## src/rtl/ctc_multi.sv

```systemverilog
// ctc_multi: multi-channel counter/timer controller on the CPU I/O bus.
//
// Each channel is an independent WIDTH-bit down-counter. It is ticked
// either by a prescaled system clock (timer mode) or by synchronised
// rising edges on its external pulse input (counter mode). Terminal
// count sets a sticky done flag, optionally reloads the counter, and
// drives the channel output as a one-clock low pulse or as a toggle.
//
// Ports
//   clock          system clock, rising-edge active
//   reset          asynchronous active-low reset
//   Select         chip select; bus strobes are ignored while low
//   Read_enable    read strobe, wins over Write_enable
//   Write_enable   write strobe
//   Address        {channel, reg[1:0]}; reg 0 mode, 1 status, 2 init, 3 counter
//   Write_data_in  write data
//   Read_data_out  registered read data, 0 on cycles with no read
//   Pulse_in       asynchronous per-channel count pulses
//   CTC_output     per-channel output (idle high)
//   irq            OR of enabled per-channel done flags

package ctc_multi_pkg;

  // Per-channel bus strobes, already decoded from address and select.
  typedef struct packed {
    logic wr_mode;
    logic wr_init;
    logic rd_stat;
  } chan_req_t;

  typedef struct packed {
    logic [7:0] presc;
    logic       tog;
    logic       ien;
    logic       reload;
    logic       ctr;
  } mode_t;

endpackage

// ctc_chan: one counter/timer channel.
//
// Ports
//   clock, reset   shared clock and asynchronous active-low reset
//   req            decoded mode write / init write / status read strobes
//   wdata          bus write data
//   pulse          raw asynchronous count pulse for this channel
//   mode_rd        mode register as read back on the bus
//   stat_rd        status register as read back (pre-clear value)
//   init_rd        reload value
//   cnt_rd         current counter
//   out            channel output
//   irq            this channel's interrupt request
module ctc_chan
  import ctc_multi_pkg::*;
#(
  parameter int WIDTH = 16
) (
  input  logic             clock,
  input  logic             reset,
  input  chan_req_t        req,
  input  logic [WIDTH-1:0] wdata,
  input  logic             pulse,
  output logic [WIDTH-1:0] mode_rd,
  output logic [WIDTH-1:0] stat_rd,
  output logic [WIDTH-1:0] init_rd,
  output logic [WIDTH-1:0] cnt_rd,
  output logic             out,
  output logic             irq
);

  mode_t            mode;
  logic             running;
  logic             tdone;
  logic             cdone;
  logic [WIDTH-1:0] init;
  logic [WIDTH-1:0] cnt;
  logic [7:0]       pre;

  // Two synchroniser flops plus one history flop; edge_q registers the
  // detected rise so an edge sampled at clock k ticks at clock k+3.
  logic [2:0]       sync_pipe;
  logic             edge_q;

  logic             wr;
  logic             tick;
  logic             step;
  logic             term;
  logic             pre_hit;

  // Mode bits [7:4] are reserved and never stored.
  logic             unused_wdata;
  assign unused_wdata = ^wdata[7:4];

  assign wr      = req.wr_mode | req.wr_init;
  assign pre_hit = (pre == mode.presc);
  assign tick    = mode.ctr ? edge_q : pre_hit;
  // A bus write to mode or init on this channel swallows a coincident tick.
  assign step    = running & tick & ~wr;
  assign term    = step & (cnt == WIDTH'(1));

  always_ff @(posedge clock or negedge reset) begin
    if (!reset) begin
      sync_pipe <= '0;
      edge_q    <= 1'b0;
    end else begin
      sync_pipe <= {sync_pipe[1:0], pulse};
      edge_q    <= sync_pipe[1] & ~sync_pipe[2];
    end
  end

  // Prescaler only advances while a timer is running; P+1 clocks per tick.
  always_ff @(posedge clock or negedge reset) begin
    if (!reset) begin
      pre <= '0;
    end else if (wr || !running || mode.ctr) begin
      pre <= '0;
    end else if (pre_hit) begin
      pre <= '0;
    end else begin
      pre <= pre + 8'd1;
    end
  end

  always_ff @(posedge clock or negedge reset) begin
    if (!reset) begin
      mode    <= '0;
      running <= 1'b0;
      init    <= '0;
      cnt     <= '0;
    end else if (req.wr_mode) begin
      mode.ctr    <= wdata[0];
      mode.reload <= wdata[1];
      mode.ien    <= wdata[2];
      mode.tog    <= wdata[3];
      mode.presc  <= wdata[15:8];
      running     <= 1'b0;
    end else if (req.wr_init) begin
      init    <= wdata;
      cnt     <= wdata;
      running <= |wdata;
    end else if (step) begin
      if (!term) begin
        cnt <= cnt - WIDTH'(1);
      end else if (mode.reload) begin
        cnt <= init;
      end else begin
        cnt     <= '0;
        running <= 1'b0;
      end
    end
  end

  // Read-to-clear: only flags present in the value returned are cleared,
  // so a flag raised by a terminal in the same cycle survives.
  always_ff @(posedge clock or negedge reset) begin
    if (!reset) begin
      tdone <= 1'b0;
      cdone <= 1'b0;
    end else begin
      tdone <= (tdone & ~req.rd_stat) | (term & ~mode.ctr);
      cdone <= (cdone & ~req.rd_stat) | (term & mode.ctr);
    end
  end

  // Pulse style sits at 1 except for the terminal clock; toggle style
  // holds its level between terminals.
  always_ff @(posedge clock or negedge reset) begin
    if (!reset) begin
      out <= 1'b1;
    end else if (req.wr_mode) begin
      out <= 1'b1;
    end else if (term) begin
      out <= mode.tog ? ~out : 1'b0;
    end else if (!mode.tog) begin
      out <= 1'b1;
    end
  end

  always_comb begin
    mode_rd       = '0;
    mode_rd[0]    = mode.ctr;
    mode_rd[1]    = mode.reload;
    mode_rd[2]    = mode.ien;
    mode_rd[3]    = mode.tog;
    mode_rd[15:8] = mode.presc;
    stat_rd       = '0;
    stat_rd[15]   = running;
    stat_rd[1]    = cdone;
    stat_rd[0]    = tdone;
  end

  assign init_rd = init;
  assign cnt_rd  = cnt;
  assign irq     = mode.ien & (cdone | tdone);

endmodule

module ctc_multi
  import ctc_multi_pkg::*;
#(
  parameter int CHANNELS = 2,
  parameter int WIDTH    = 16,
  parameter int AW       = $clog2(CHANNELS) + 2
) (
  input  logic                clock,
  input  logic                reset,
  input  logic                Select,
  input  logic                Read_enable,
  input  logic                Write_enable,
  input  logic [AW-1:0]       Address,
  input  logic [WIDTH-1:0]    Write_data_in,
  output logic [WIDTH-1:0]    Read_data_out,
  input  logic [CHANNELS-1:0] Pulse_in,
  output logic [CHANNELS-1:0] CTC_output,
  output logic                irq
);

  localparam int CW = (CHANNELS > 1) ? $clog2(CHANNELS) : 1;

  logic [CW-1:0]                  ch_sel;
  logic [1:0]                     reg_sel;
  logic                           rd;
  logic                           wr;
  logic [CHANNELS-1:0][WIDTH-1:0] mode_rd;
  logic [CHANNELS-1:0][WIDTH-1:0] stat_rd;
  logic [CHANNELS-1:0][WIDTH-1:0] init_rd;
  logic [CHANNELS-1:0][WIDTH-1:0] cnt_rd;
  logic [CHANNELS-1:0]            irq_ch;
  logic [WIDTH-1:0]               rmux;

  generate
    if (CHANNELS > 1) begin : g_sel
      assign ch_sel = Address[AW-1:2];
    end else begin : g_sel1
      assign ch_sel = '0;
    end
  endgenerate

  assign reg_sel = Address[1:0];
  assign rd      = Select & Read_enable;
  assign wr      = Select & Write_enable & ~Read_enable;

  generate
    for (genvar g = 0; g < CHANNELS; g++) begin : g_ch
      logic      hit;
      chan_req_t r;

      assign hit = (ch_sel == CW'(g));
      assign r   = '{wr_mode: wr & hit & (reg_sel == 2'd0),
                     wr_init: wr & hit & (reg_sel == 2'd2),
                     rd_stat: rd & hit & (reg_sel == 2'd1)};

      ctc_chan #(.WIDTH(WIDTH)) u_chan (
        .clock   (clock),
        .reset   (reset),
        .req     (r),
        .wdata   (Write_data_in),
        .pulse   (Pulse_in[g]),
        .mode_rd (mode_rd[g]),
        .stat_rd (stat_rd[g]),
        .init_rd (init_rd[g]),
        .cnt_rd  (cnt_rd[g]),
        .out     (CTC_output[g]),
        .irq     (irq_ch[g])
      );
    end
  endgenerate

  always_comb begin
    rmux = '0;
    case (reg_sel)
      2'd0:    rmux = mode_rd[ch_sel];
      2'd1:    rmux = stat_rd[ch_sel];
      2'd2:    rmux = init_rd[ch_sel];
      default: rmux = cnt_rd[ch_sel];
    endcase
  end

  always_ff @(posedge clock or negedge reset) begin
    if (!reset) begin
      Read_data_out <= '0;
    end else begin
      Read_data_out <= rd ? rmux : '0;
    end
  end

  assign irq = |irq_ch;

endmodule

```

## config.mk

```make
export PLATFORM = sky130hd
export DESIGN_NAME = ctc_multi
export DESIGN_NICKNAME = d
export VERILOG_FILES = /design/src/rtl/ctc_multi.sv
export SDC_FILE = /design/constraint.sdc
export NUM_CORES = 1
export LEC_CHECK = 0
export BUFFER_PORTS_ARGS = -buffer_cell sky130_fd_sc_hd__buf_2
export CAP_MARGIN = 20
export CELL_PAD_IN_SITES_DETAIL_PLACEMENT = 0
export CELL_PAD_IN_SITES_GLOBAL_PLACEMENT = 1
export CORE_UTILIZATION = 35
export DETAILED_ROUTE_END_ITERATION = 8
export GPL_TIMING_DRIVEN = 0
export PLACE_DENSITY = 0.73
export REMOVE_ABC_BUFFERS = 1
export SETUP_SLACK_MARGIN = 0.02
export SLEW_MARGIN = 0
export SYNTH_ARGS = -nofsm -noshare
export SYNTH_HDL_FRONTEND = slang
export SYNTH_SLANG_ARGS = --single-unit
export TNS_END_PERCENT = 5
```

## constraint.sdc

```tcl
create_clock -name clock -period 5 [get_ports clock]
set_input_delay 0.5 -clock clock [delete_from_list [all_inputs] [get_ports clock]]
set_output_delay 0.5 -clock clock [all_outputs]
set_load 0.02 [all_outputs]
```

; Word-level counts from Yosys, hierarchy flattened
; Cells that the tools add are included.
[op_classes]
n_mul = 0
div_mod_pow = 0
shifts = 0
muxes = 42
n_bitwise = 53
n_lt_le_gt_ge = 1
n_addsub = 4
eq_ne = 10
reduce_logical = 21
[ops]
columns = operator, count
row1 = 16-bit two-way mux, 17
row2 = 16-bit one-hot mux with 3 select lines, 1
row3 = 16-bit by 1-bit equality test with 1-bit output (second input constant), 2
row4 = 8-bit two-way mux, 4
row5 = 16-bit by 1-bit subtractor with 16-bit output (second input constant), 2
row6 = 1-bit bitwise AND, 31
row7 = 1-bit two-way mux, 20
row8 = 8-bit by 1-bit adder with 8-bit output (second input constant), 2
row9 = 8-bit equality test, 2
row10 = 16-bit OR reduction, 1
row11 = 1-bit NOT, 14
row12 = 3-bit nonzero test, 4
row13 = 1-bit bitwise OR, 8
row14 = 2-bit AND reduction, 4
row15 = 3-bit by 1-bit inequality test with 1-bit output (second input constant), 2
row16 = 3-bit by 2-bit inequality test with 1-bit output (second input constant), 2
row17 = 3-bit AND reduction, 2
row18 = 1-bit logical OR, 4
row19 = 2-bit nonzero test, 2
row20 = 2-bit by 1-bit equality test with 1-bit output (second input constant), 1
row21 = 2-bit equality test (second input constant), 1
row22 = 1-bit zero test, 2
row23 = 2-bit zero test, 1
row24 = 1-bit by 2-bit less-than comparator with 1-bit output (second input constant), 1
row25 = 2-bit OR reduction, 1
[totals]
mem_bits_ro = 0
out_inout_bits = 19
ram_bits = 0
latchBits = 0
ff_bits = 136
memories = 0

; Logic depth before layout (Yosys ltp)
[logic_depth]
depth_word = 12
depth_mapped = 10

; Modules after synthesis
; From an unflattened synthesis, not the netlist that was laid out.
[hier_totals]
cells_unflattened = 889
area_unflattened_um2 = 8562.0
[by_module_without_submodules]
columns = module, cells_each, n_inst, area_per_inst_um2
row1 = ctc_chan (g_ch[0].u_chan), 352, 1, 3414.5
row2 = ctc_chan (g_ch[1].u_chan), 365, 1, 3383.2
row3 = ctc_multi, 172, 1, 1764.2

; Worst setup path after synthesis
; Ideal clock, no wire load.
[synth_path]
path_type = input port to flip-flop
from = in Read_enable
to = reg g_ch[0].u_chan.cnt[15]
t_arrival_ns = 1.817
setup_time_ns = 0.123
path_slack_ns = 3.059
path_buffers = 2
cell_stages = 7
t_required_ns = 4.877
cell_sequence = or2_0 clkbuf_1 or3_1 clkbuf_1 o32a_1 o22ai_1 a21oi_1
[synth_between]
elab_chain_len = 11
[synth_rtl]
columns = item, line_no
row1 = start: declaration, 209  ; input logic Read_enable,
row2 = 1-bit NOT *, 242  ; assign wr = Select & Write_enable & ~Read_enable;
row3 = 1-bit bitwise AND *, 242
row4 = 1-bit bitwise AND *, "250, 251"
row5 = "1-bit bitwise AND, on equally long branches", "250, 251"
row6 = 1-bit bitwise OR, 95  ; assign wr = req.wr_mode | req.wr_init;
row7 = 1-bit NOT, 99  ; assign step = running & tick & ~wr;
row8 = 1-bit bitwise AND, 99
row9 = 1-bit bitwise AND, 100  ; assign term = step & (cnt == WIDTH'(1));
row10 = 16-bit two-way mux, 143  ; if (!term) begin
row11 = 16-bit two-way mux, 142  ; end else if (step) begin
row12 = 16-bit two-way mux, 138  ; end else if (req.wr_init) begin
row13 = end signal: assignment, 140  ; cnt <= wdata;
row14 = end signal: assignment, 144  ; cnt <= cnt - WIDTH'(1);
row15 = end signal: assignment, 146  ; cnt <= init;
row16 = end: declaration, 77  ; logic [WIDTH-1:0] cnt;
; Every way passes the cells marked *; elsewhere a longest branch is shown, timed or not. The select of a mux whose other input is x is not followed.
; A chain may end at the register's enable or synchronous reset.

; Final worst setup path
[layout_path]
from = reg g_ch[0].u_chan.cnt[5]
to = reg g_ch[0].u_chan.cnt[11]
[layout_between]
elab_chain_len = 5
[layout_rtl]
columns = item, line_no
row1 = "parallel branches: the longest is 2 deep, another holds 16-bit by 1-bit subtractor with 16-bit output", n/a
row2 = 16-bit two-way mux *, 143
row3 = 16-bit two-way mux *, 142
row4 = 16-bit two-way mux *, 138
; Every way passes the cells marked *. The select of a mux whose other input is x is not followed.

==> results by group <==
Yosys
  – Synthesized instance count: roughly 700
  – Post-synthesis sequential area ratio: 47.1%
  – Prevailing post-synth register cell: dfrtp_1
  – Number of synthesized flops with an enable pin: 0
  – FF+latch count, synth: roughly 140
  – Syn_area_per_cell: roughly 10 µm²
  – Asr flop ratio synth: 100%
  – Distinct cell type count of the synthesized netlist: a little under 70
  – Cell Area, Synth: 7230 µm²
  – Synth Warn #: 0

Floorplan
  – Die Ht: about 150 µm
  – Core Area: roughly 20,000 µm²
  – Die width: around 150 µm
  – Die area: ~21,000 µm²
  – Initial Util: 35.7%
  – Row count: 52
  – I/O pins: 45

Clock network
  – Cts hold-fix bufs: 0
  – TritonCTS clock tree: built
  – Worst-skew pair later-pin latency: 0.44 ns
  – Root Driver: clkbuf_16
  – TritonCTS buffer count: 17
  – Max clock buf depth: 2
  – H-Tree Depth: 4
  – PostCTS Resize Cnt: 0
  – Clock transition time at the flip-flop clock pins of the worst setup and hold paths: 0.06 ns
  – Setup Fix Bufs, Post-CTS: 0
  – Clock Sinks: 136

Global route
  – Initial antenna violation count: 0
  – Grt ovf: 0
  – Vias in the first global route: approximately 5,700
  – Total track usage: slightly above 20%
  – First-pass GRT wire length: between 30 and 40 mm
  – Largest net degree at the start of global routing: 85

STA
  – Min cycle time layout: approximately 3.2 ns
  – Maximum achievable frequency: roughly 0.31 GHz
  – Relative slew slack: 29.0%
  – Unrepaired setup endpoints after global routing: no
  – Period utilization: a little under two thirds
  – Slew @ Worst Pin: ~1.1 ns
  – Fin. max-slew vios: 0
  – Total negative slack: 0 ns
  – Final setup viols: 0
  – WHS: between 0.03 and 0.04 ns
  – Final hold violations: 0
  – Clock Skew: between 0.01 and 0.015 ns

Drt
  – Drt first-iter violations: approximately 500
  – Wirelength, routed: around 21 mm
  – Routed len/inst: 20.5 µm
  – Vias: approximately 5,700
  – ANT nets after route: 0
  – Drt pass-1 iters: 5
  – DRC Markers: 0
  – DR vias/cell: 5.58

Finish
  – Area delta synth->final: 13.5%
  – Layout cells sized above 1: about a fifth
  – Most frequent cells in the layout: dfrtp_1, nand2_1, nor2_1
  – NumNets Final: approximately 780
  – Leading cell type in the layout, fill and taps excluded: dfrtp_1
  – ANT cells: 0
  – Final core utilization: just over 40%

Worst setup path
  – Reg2Reg Setup Slack: 1.81 ns
  – Critical path arrival: roughly 3.5 ns
  – Critical Path Slowest Stage Cell: nor4_2
  – Worst r2r src: g_ch[0].u_chan.cnt_rd[5]
  – Reg2Reg Capture Point: g_ch[0].u_chan.cnt_rd[11]
  – Worst-path cell chain: nor4_2 -> nand4_1 -> nor2_1 -> o21ai_0 -> a221o_1
  – Worst Path Class, Setup: reg -> reg
  – Critical path's largest stage delay: about 0.89 ns
  – Worst Path Required: about 5.3 ns
  – Crit-path max FO: 16
  – Crit start category: flip-flop
  – Crit end category: flip-flop
  – Reg2Reg Depth: 5

Power and ir drop
  – Net Sw Frac: a little over a third
  – Clock share of power: 31.5%
  – Cell Pwr Density: roughly 440 nW/µm²
  – Final Power: approximately 3.6 mW
  – Combinational share of power: a little under a quarter
  – Maximum vdd drop: approximately 0.24 mV
  – Int Pwr: between 2 and 2.5 mW
  – NetSw: 1.24 mW
  – Static Leakage: roughly 3.7 nW
  – Reg power frac: a little under half

Placed design
  – Buffers added on ports: between 40 and 50
  – GPL Wtd Cong: roughly 0.8
  – Post-DP HPWL: roughly 14 mm

Hold path
  – Worst min path class: in -> async

Flow run
  – Max Cap Viol: 0

Status
  – Status: finished clean
[metrics by stage]
| step | std cells | area, µm² | setup WS, ns |
|---|---|---|---|
| finish | 1026 | 8200 | 1.81 |
| floorplan | 675 | 7000 | 2.27 |
| global placement | 989 | 7560 | 0.930 |
| CTS | 1026 | 8200 | 1.84 |
| global route | 1026 | 8200 | 1.58 |
| detailed placement | 994 | 7670 | 1.38 |
[state kept, by name, summed over array words and instances (netlist names)]
register	flops
g_ch.u_chan.cnt_rd	32
g_ch.u_chan.init_rd	32
g_ch.u_chan.mode_rd	24
Read_data_out	16
g_ch.u_chan.pre	16
g_ch.u_chan.sync_pipe	6
g_ch.u_chan.cdone	2
g_ch.u_chan.edge_q	2
g_ch.u_chan.out	2
g_ch.u_chan.running	2
g_ch.u_chan.tdone	2
[cell usage after synthesis (all sizes together), types with 19 or more instances]
cell type | count | area (µm²)
mux2 | 36 | 405
buf | 24 | 141
xor2 | 34 | 298
nand2 | 117 | 439
nand3 | 27 | 135
a21oi | 19 | 98.9
o21ai | 20 | 100
dfrtp | 134 | 3350
clkbuf | 22 | 82.6
nor2 | 64 | 243
[per-layer routing]
metal | vias up | part of all wire, % | GRT usage [%] | wire length [µm]
met4 | 0 | 2.5 | 7.89 | 530
met2 | 162 | 47 | 32.4 | 9880
met5 | - | 0 | 0 | 0
met3 | 37 | 4.8 | 4.61 | 1010
met1 | 2854 | 46 | 27.7 | 9620
li1 | 2667 | - | - | -
[cell type report]
class	count	area, µm²
Clock buffer	18	439
Inverter	10	37.5
Tap cell	270	338
Fill cell	1952	12000
Sequential cell	136	3410
Timing Repair Buffer	49	323
Clock inverter	14	85.1
Multi-Input combinational cell	529	3570
[power groups by stage]
| stage | clock (mW) | combinational, mW | sequential, mW |
|---|---|---|---|
| CTS | 1.14 | 0.813 | 1.63 |
| finish | 1.12 | 0.811 | 1.64 |
| floorplan | 0 | 0.585 | 1.54 |
| global route | 1.19 | 0.899 | 1.67 |
| global placement | 0 | 0.788 | 1.64 |
| detailed placement | 0 | 0.810 | 1.64 |
[cell families after synthesis]
group / after synthesis / synth area share (%)
flops: 136 / 47.1
mux: 62 / 11.1
simple gates: 287 / 18.9
compound gates: 131 / 13.0
xor+xnor: 43 / 5.21
fa+ha+maj: 6 / 1.04
buf+inv: 56 / 3.62
[worst max-delay path by stage]
stage | startpoint | to | slack, ns
6_report | g_ch[0].u_chan.cnt_rd[5] | g_ch[0].u_chan.cnt_rd[11] | 1.81
5_1_grt | g_ch[0].u_chan.cnt_rd[4] | g_ch[0].u_chan.cnt_rd[11] | 1.58
4_1_cts | g_ch[0].u_chan.cnt_rd[5] | g_ch[0].u_chan.cnt_rd[11] | 1.84
3_5_place_dp | Address[2] | g_ch[0].u_chan.cnt_rd[11] | 1.38
3_3_place_gp | Address[1] | g_ch[0].u_chan.cnt_rd[11] | 0.93
2_1_floorplan | g_ch[0].u_chan.cnt_rd[4] | g_ch[0].u_chan.cnt_rd[11] | 2.27
[critical path: cells and delay by family (launching register included)]
| family | cells | cell delay [ns] |
|---|---|---|
| compound gates | 2 | 0.45 |
| flops | 1 | 0.43 |
| simple gates | 3 | 2.20 |
(Power assumes the default switching activity.)
